**src/rtl/cpu_mem_pkg.sv**
```systemverilog
// Shared types and constants for the unified memory port arbiter.
package cpu_mem_pkg;

    typedef enum logic [1:0] {
        IDLE   = 2'd0,
        BUSY_I = 2'd1,
        BUSY_D = 2'd2
    } arb_state_t;

    localparam int ADDR_W_DEF = 32;
    localparam int DATA_W_DEF = 32;
    localparam int BE_W_DEF   = DATA_W_DEF / 8;

    localparam logic [BE_W_DEF-1:0] BE_ALL_ONES = '1;

endpackage

```
**src/rtl/arb_starve_ctr.sv**
```systemverilog
// Saturating count of consecutive arbitrations a fetch lost to data.
// at_max tells the arbiter the fetch is owed the next grant.
module arb_starve_ctr #(
    parameter int MAX = 4
) (
    input  logic clk,
    input  logic rst,
    input  logic inc,
    input  logic clr,
    output logic at_max
);

    logic [3:0] cnt_q;
    logic [3:0] cnt_d;

    always_comb begin
        cnt_d = cnt_q;
        if (clr) begin
            cnt_d = 4'd0;
        end else if (inc && (cnt_q != 4'(MAX))) begin
            cnt_d = cnt_q + 4'd1;
        end
    end

    always_ff @(posedge clk) begin
        if (rst) begin
            cnt_q <= 4'd0;
        end else begin
            cnt_q <= cnt_d;
        end
    end

    assign at_max = (cnt_q == 4'(MAX));

endmodule

```
**src/rtl/mem_port_arbiter.sv**
```systemverilog
// Arbitrates instruction fetch and MEM-stage accesses onto one memory port.
// Optional fetch starvation guard enabled by defining ARB_STARVE_GUARD_EN.
module mem_port_arbiter
    import cpu_mem_pkg::*;
#(
    parameter int ADDR_W     = ADDR_W_DEF,
    parameter int DATA_W     = DATA_W_DEF,
    parameter int STARVE_MAX = 4
) (
    input  logic                clk,
    input  logic                rst,
    input  logic                if_req,
    input  logic [ADDR_W-1:0]   if_addr,
    input  logic                if_kill,
    output logic                if_done,
    output logic [DATA_W-1:0]   if_rdata,
    input  logic                d_req,
    input  logic                d_we,
    input  logic [ADDR_W-1:0]   d_addr,
    input  logic [DATA_W-1:0]   d_wdata,
    input  logic [DATA_W/8-1:0] d_be,
    output logic                d_done,
    output logic [DATA_W-1:0]   d_rdata,
    output logic                stall_if,
    output logic                stall_mem,
    output logic                mem_req,
    output logic                mem_we,
    output logic [ADDR_W-1:0]   mem_addr,
    output logic [DATA_W-1:0]   mem_wdata,
    output logic [DATA_W/8-1:0] mem_be,
    input  logic                mem_ack,
    input  logic [DATA_W-1:0]   mem_rdata,
    output logic [1:0]          dbg_state
);

    arb_state_t          state_q;
    logic                mem_req_q;
    logic                mem_we_q;
    logic [ADDR_W-1:0]   mem_addr_q;
    logic [DATA_W-1:0]   mem_wdata_q;
    logic [DATA_W/8-1:0] mem_be_q;
    logic                kill_q;

    logic fetch_ok;
    logic starved;
    logic grant_d;
    logic grant_i;

    assign fetch_ok = if_req & ~if_kill;
    assign grant_d  = (state_q == IDLE) & d_req & ~starved;
    assign grant_i  = (state_q == IDLE) & ~grant_d & fetch_ok;

`ifdef ARB_STARVE_GUARD_EN
    arb_starve_ctr #(
        .MAX(STARVE_MAX)
    ) u_starve_ctr (
        .clk    (clk),
        .rst    (rst),
        .inc    (grant_d & fetch_ok),
        .clr    (grant_i | if_kill),
        .at_max (starved)
    );
`else
    assign starved = 1'b0;
`endif

    // Payload registers only load on a grant, so they stay frozen while busy.
    always_ff @(posedge clk) begin
        if (rst) begin
            state_q     <= IDLE;
            mem_req_q   <= 1'b0;
            mem_we_q    <= 1'b0;
            mem_addr_q  <= '0;
            mem_wdata_q <= '0;
            mem_be_q    <= '0;
            kill_q      <= 1'b0;
        end else begin
            case (state_q)
                IDLE: begin
                    if (grant_d) begin
                        state_q     <= BUSY_D;
                        mem_req_q   <= 1'b1;
                        mem_we_q    <= d_we;
                        mem_addr_q  <= d_addr;
                        mem_wdata_q <= d_wdata;
                        mem_be_q    <= d_be;
                    end else if (grant_i) begin
                        state_q    <= BUSY_I;
                        mem_req_q  <= 1'b1;
                        mem_we_q   <= 1'b0;
                        mem_addr_q <= if_addr;
                        mem_be_q   <= '1;
                    end
                end
                BUSY_I: begin
                    if (mem_ack) begin
                        state_q   <= IDLE;
                        mem_req_q <= 1'b0;
                        kill_q    <= 1'b0;
                    end else if (if_kill) begin
                        kill_q <= 1'b1;
                    end
                end
                BUSY_D: begin
                    if (mem_ack) begin
                        state_q   <= IDLE;
                        mem_req_q <= 1'b0;
                    end
                end
                default: begin
                    state_q   <= IDLE;
                    mem_req_q <= 1'b0;
                    kill_q    <= 1'b0;
                end
            endcase
        end
    end

    // A kill arriving in the ack cycle itself also swallows the done pulse.
    assign if_done = ~rst & (state_q == BUSY_I) & mem_ack & ~kill_q & ~if_kill;
    assign d_done  = ~rst & (state_q == BUSY_D) & mem_ack;

    assign if_rdata  = mem_rdata;
    assign d_rdata   = mem_rdata;
    assign stall_if  = if_req & ~if_done;
    assign stall_mem = d_req & ~d_done;

    assign mem_req   = mem_req_q;
    assign mem_we    = mem_we_q;
    assign mem_addr  = mem_addr_q;
    assign mem_wdata = mem_wdata_q;
    assign mem_be    = mem_be_q;
    assign dbg_state = state_q;

endmodule

```
**config.mk**
```make
export PLATFORM = sky130hd
export DESIGN_NAME = mem_port_arbiter
export DESIGN_NICKNAME = d
export VERILOG_FILES = /design/src/rtl/cpu_mem_pkg.sv /design/src/rtl/arb_starve_ctr.sv /design/src/rtl/mem_port_arbiter.sv
export SDC_FILE = /design/constraint.sdc
export NUM_CORES = 1
export LEC_CHECK = 0
export ABC_AREA = 1
export CAP_MARGIN = 40
export CELL_PAD_IN_SITES_DETAIL_PLACEMENT = 1
export CELL_PAD_IN_SITES_GLOBAL_PLACEMENT = 2
export CORE_MARGIN = 5
export CORE_UTILIZATION = 17
export DETAILED_ROUTE_END_ITERATION = 10
export PLACE_DENSITY = 0.95
export SYNTH_ARGS = -nofsm -noshare
export SYNTH_HDL_FRONTEND = slang
export SYNTH_SLANG_ARGS = --single-unit
```
**constraint.sdc**
```tcl
create_clock -name clk -period 4.43 [get_ports clk]
set_clock_uncertainty 0.05 [all_clocks]
set_input_delay 0.886 -clock clk [delete_from_list [all_inputs] [get_ports clk]]
set_output_delay 0.886 -clock clk [all_outputs]
set_load 0.01 [all_outputs]
```
==> flow_results.xml <==
<?xml version="1.0" encoding="UTF-8"?>
<metrics>
  <group name="sta">
    <metric name="hold_fails_final_rpt" unit="">0</metric>
    <metric name="layout_min_cycle_time" unit="ns">3.31</metric>
    <metric name="report.final.setup_viol" unit="">0</metric>
    <metric name="period_share" unit="%">74.8</metric>
    <metric name="report.final.slew_viol_count" unit="">0</metric>
    <metric name="rsz0062_at_grt" unit="">false</metric>
    <metric name="setup_tns" unit="ns">0</metric>
    <metric name="worst_slew_pin_slew" unit="ns">0.753</metric>
    <metric name="timing.hold.ws" unit="ns">0.398</metric>
    <metric name="fmaxAchievable" unit="MHz">302</metric>
    <metric name="max_slew_margin" unit="%">49.6</metric>
  </group>
  <group name="floorplanning">
    <metric name="core_area" unit="um2">20800</metric>
    <metric name="io_pins" unit="">279</metric>
    <metric name="starting_density_of_the_core" unit="%">17.1</metric>
    <metric name="floorplan.die_area" unit="um2">24000</metric>
    <metric name="die_extent_in_x" unit="um">155</metric>
    <metric name="dieHeight" unit="um">155</metric>
    <metric name="placement_rows" unit="">53</metric>
  </group>
  <group name="place">
    <metric name="gp_congestion" unit="">0.752</metric>
    <metric name="dp.final_hpwl" unit="um">9190</metric>
    <metric name="port-buffer-count" unit="">182</metric>
  </group>
  <group name="flow_run">
    <metric name="drv_cap" unit="">0</metric>
  </group>
  <group name="worst_setup_path">
    <metric name="timing.critical_path.required" unit="ns">3.49</metric>
    <metric name="worstSetupStartpointType" unit="">input port</metric>
    <metric name="cpLargestDelayFamily" unit="">buffers and inverters</metric>
    <metric name="endpoint_kind" unit="">output port</metric>
    <metric name="critPathMaxStageDelay" unit="ns">0.60</metric>
    <metric name="path_class" unit="">input port to output port</metric>
    <metric name="critPathMostFrequentCell" unit="">sky130_fd_sc_hd__clkdlybuf4s50_1</metric>
    <metric name="path_cells" unit="">clkdlybuf4s50_1 &gt; nor3_1 &gt; clkdlybuf4s50_1</metric>
    <metric name="path_max_fanout" unit="">3</metric>
    <metric name="arrival" unit="ns">2.38</metric>
    <metric name="timing.critical_path.buf_inv" unit="">2</metric>
    <metric name="slowest_stage" unit="">sky130_fd_sc_hd__clkdlybuf4s50_1</metric>
  </group>
  <group name="detailed_routing">
    <metric name="routed_wl" unit="um">12300</metric>
    <metric name="drc" unit="">0</metric>
    <metric name="drt-initial-drc-count" unit="">83</metric>
    <metric name="remaining_antenna_violation_count" unit="">0</metric>
    <metric name="wirelength_per_cell" unit="um">13.8</metric>
    <metric name="dr_total_vias" unit="">3499</metric>
    <metric name="firstDrtPassIters" unit="">4</metric>
    <metric name="avgViaCountPerCell" unit="">3.91</metric>
  </group>
  <group name="power_and_ir_drop">
    <metric name="power_per_cell_area" unit="nW/um2">405</metric>
    <metric name="intPower" unit="mW">1.57</metric>
    <metric name="finalPower" unit="mW">2.22</metric>
    <metric name="p_seq_share" unit="%">35.8</metric>
    <metric name="clock_power_share" unit="%">35.5</metric>
    <metric name="combinationalPowerShare" unit="%">28.8</metric>
    <metric name="peakVddDrop" unit="mV">0.122</metric>
    <metric name="power_switching" unit="mW">0.654</metric>
    <metric name="leakage" unit="nW">2.22</metric>
    <metric name="share_of_total_power_consumed_by_net_switching" unit="%">29.5</metric>
  </group>
  <group name="grt">
    <metric name="grt_start_max_net_pins" unit="">46</metric>
    <metric name="initial_antenna_violation_count" unit="">0</metric>
    <metric name="grt.total_usage" unit="%">9.99</metric>
    <metric name="first_global_vias" unit="">3404</metric>
    <metric name="first_pass_grt_wire_length" unit="um">18800</metric>
    <metric name="globalRouteOverflowTotal" unit="">0</metric>
  </group>
  <group name="finish">
    <metric name="mostFrequentLayoutCells" unit="">182 x sky130_fd_sc_hd__clkdlybuf4s50_1, 106 x sky130_fd_sc_hd__nand2_1, 99 x sky130_fd_sc_hd__nor2_1</metric>
    <metric name="areaGrowthSynthToFinish" unit="%">53.4</metric>
    <metric name="post_route_cells_drive_above_1_share" unit="%">4.68</metric>
    <metric name="final_net_count" unit="">757</metric>
    <metric name="layout_commonest_cell" unit="">sky130_fd_sc_hd__clkdlybuf4s50_1</metric>
    <metric name="diodes" unit="">0</metric>
  </group>
  <group name="logic_synthesis">
    <metric name="syn_area" unit="um2">3570</metric>
    <metric name="yosysWarnings" unit="">0</metric>
    <metric name="synth.yosys.seq_area_share" unit="%">41.0</metric>
    <metric name="syn_area_per_cell" unit="um2">6.98</metric>
    <metric name="nets_in_the_synthesized_netlist" unit="">653</metric>
    <metric name="ys_types" unit="">18</metric>
    <metric name="ys_seq_elements" unit="">73</metric>
    <metric name="syn-instance-count" unit="">511</metric>
  </group>
  <group name="clocking">
    <metric name="cts.repair_timing.setup_buffer_count" unit="">0</metric>
    <metric name="tritoncts_num_sinks" unit="">73</metric>
    <metric name="clk_transition_reported_paths" unit="ns">0.06</metric>
    <metric name="cts.path.max_buffers" unit="">2</metric>
    <metric name="ctsRootBufferMaster" unit="">sky130_fd_sc_hd__clkbuf_16</metric>
    <metric name="htreeDepth" unit="">3</metric>
    <metric name="cts_made_buffers" unit="">9</metric>
    <metric name="post_cts.resized_instances" unit="">0</metric>
    <metric name="tritoncts_clock_tree" unit="">yes</metric>
    <metric name="clock_latency_reported_for_the_late_side_of_the_worst_skew_pair" unit="ns">0.33</metric>
    <metric name="post_cts_hold_buffer_count" unit="">0</metric>
  </group>
  <group name="outcome">
    <metric name="run_status" unit="">complete, no violations</metric>
  </group>
  <group name="hold_path">
    <metric name="worstHoldPathType" unit="">flop to flop</metric>
  </group>
</metrics>
## synthesized netlist by cell type (all sizes together)
| cell type | number | share of area (%) |
|---|---|---|
| o21ai | 68 | 9.5 |
| inv | 14 | 1.5 |
| a21oi | 41 | 5.8 |
| nand2 | 109 | 12 |
| nor3 | 3 | 0.42 |
| buf | 84 | 17 |
| nor2 | 99 | 10 |
| nand3 | 4 | 0.56 |
| ha | 3 | 1.1 |
| a31oi | 1 | 0.18 |
| dfxtp | 73 | 41 |
| clkbuf | 12 | 1.3 |
## kinds of logic after synthesis
| logic type | count (synthesis) | synth area share, % |
|---|---|---|
| AO/OA/AOI/OAI | 110 | 15.5 |
| AND/OR/NAND/NOR | 215 | 23.1 |
| flip-flops | 73 | 41.0 |
| adder cells (fa/ha/maj) | 3 | 1.05 |
| buffers and inverters | 110 | 19.5 |
## power by group through the flow
stage | registers (mW) | logic, mW | clock network (mW)
finish | 0.793 | 0.638 | 0.787
global route | 0.807 | 0.710 | 0.865
CTS | 0.795 | 0.656 | 0.830
detailed placement | 0.809 | 0.654 | 0
global placement | 0.805 | 0.647 | 0
floorplan | 0.846 | 0.319 | 0
## tightest hold or removal path: stages, from the launching register on
cell and delay [ns]:
sky130_fd_sc_hd__dfxtp_1 0.31, sky130_fd_sc_hd__inv_1 0.05, sky130_fd_sc_hd__a21oi_1 0.05
## cell type report
class	instances	area, um2
flip-flops and latches	73	1460
fillers	2512	15300
clock inverters	7	92.6
clock buffers	9	225
well taps	275	344
repair buffers	189	1890
inverters	14	52.6
multi-input cells	328	1410
## path summary, 6_finish.rpt
kind | from | end | slack [ns] | cells after the start
setup / recovery | rst | d_done | 1.12 | 3
hold / removal | mem_be[2] | mem_be[2] | 0.40 | 2
setup reg to reg | dbg_state[0] | mem_addr[5] | 1.79 | 10
hold reg to reg | mem_be[2] | mem_be[2] | 0.40 | 2
## layer usage
layer	share of wire, %	wire length [um]	global-route usage [%]	up-vias
met2	46	5630	16.4	140
met1	43	5300	11.5	1565
met5	0	0	0	-
met4	2.7	330	4.75	0
met3	8.8	1090	3.76	31
li1	-	-	-	1763
## flip-flops by register name, summed over array words and instances (netlist names)
name and cells:
dbg_state 2, mem_wdata 32, mem_be 4, mem_req 1, mem_we 1, mem_addr 32
kill_q 1
## metrics by stage
step / std cells / area, um2 / util [%] / worst slack [ns]
after global placement: 879 / 5160 / 24.8 / 1.13
after detailed placement: 879 / 5160 / 24.8 / 1.12
after CTS: 895 / 5480 / 26.3 / 1.11
after floorplan: 511 / 3570 / - / 1.96
after global routing: 895 / 5480 / 26.3 / 1.08
final: 895 / 5480 / 26.3 / 1.12
Note: power is estimated with default switching activity, not from simulation.
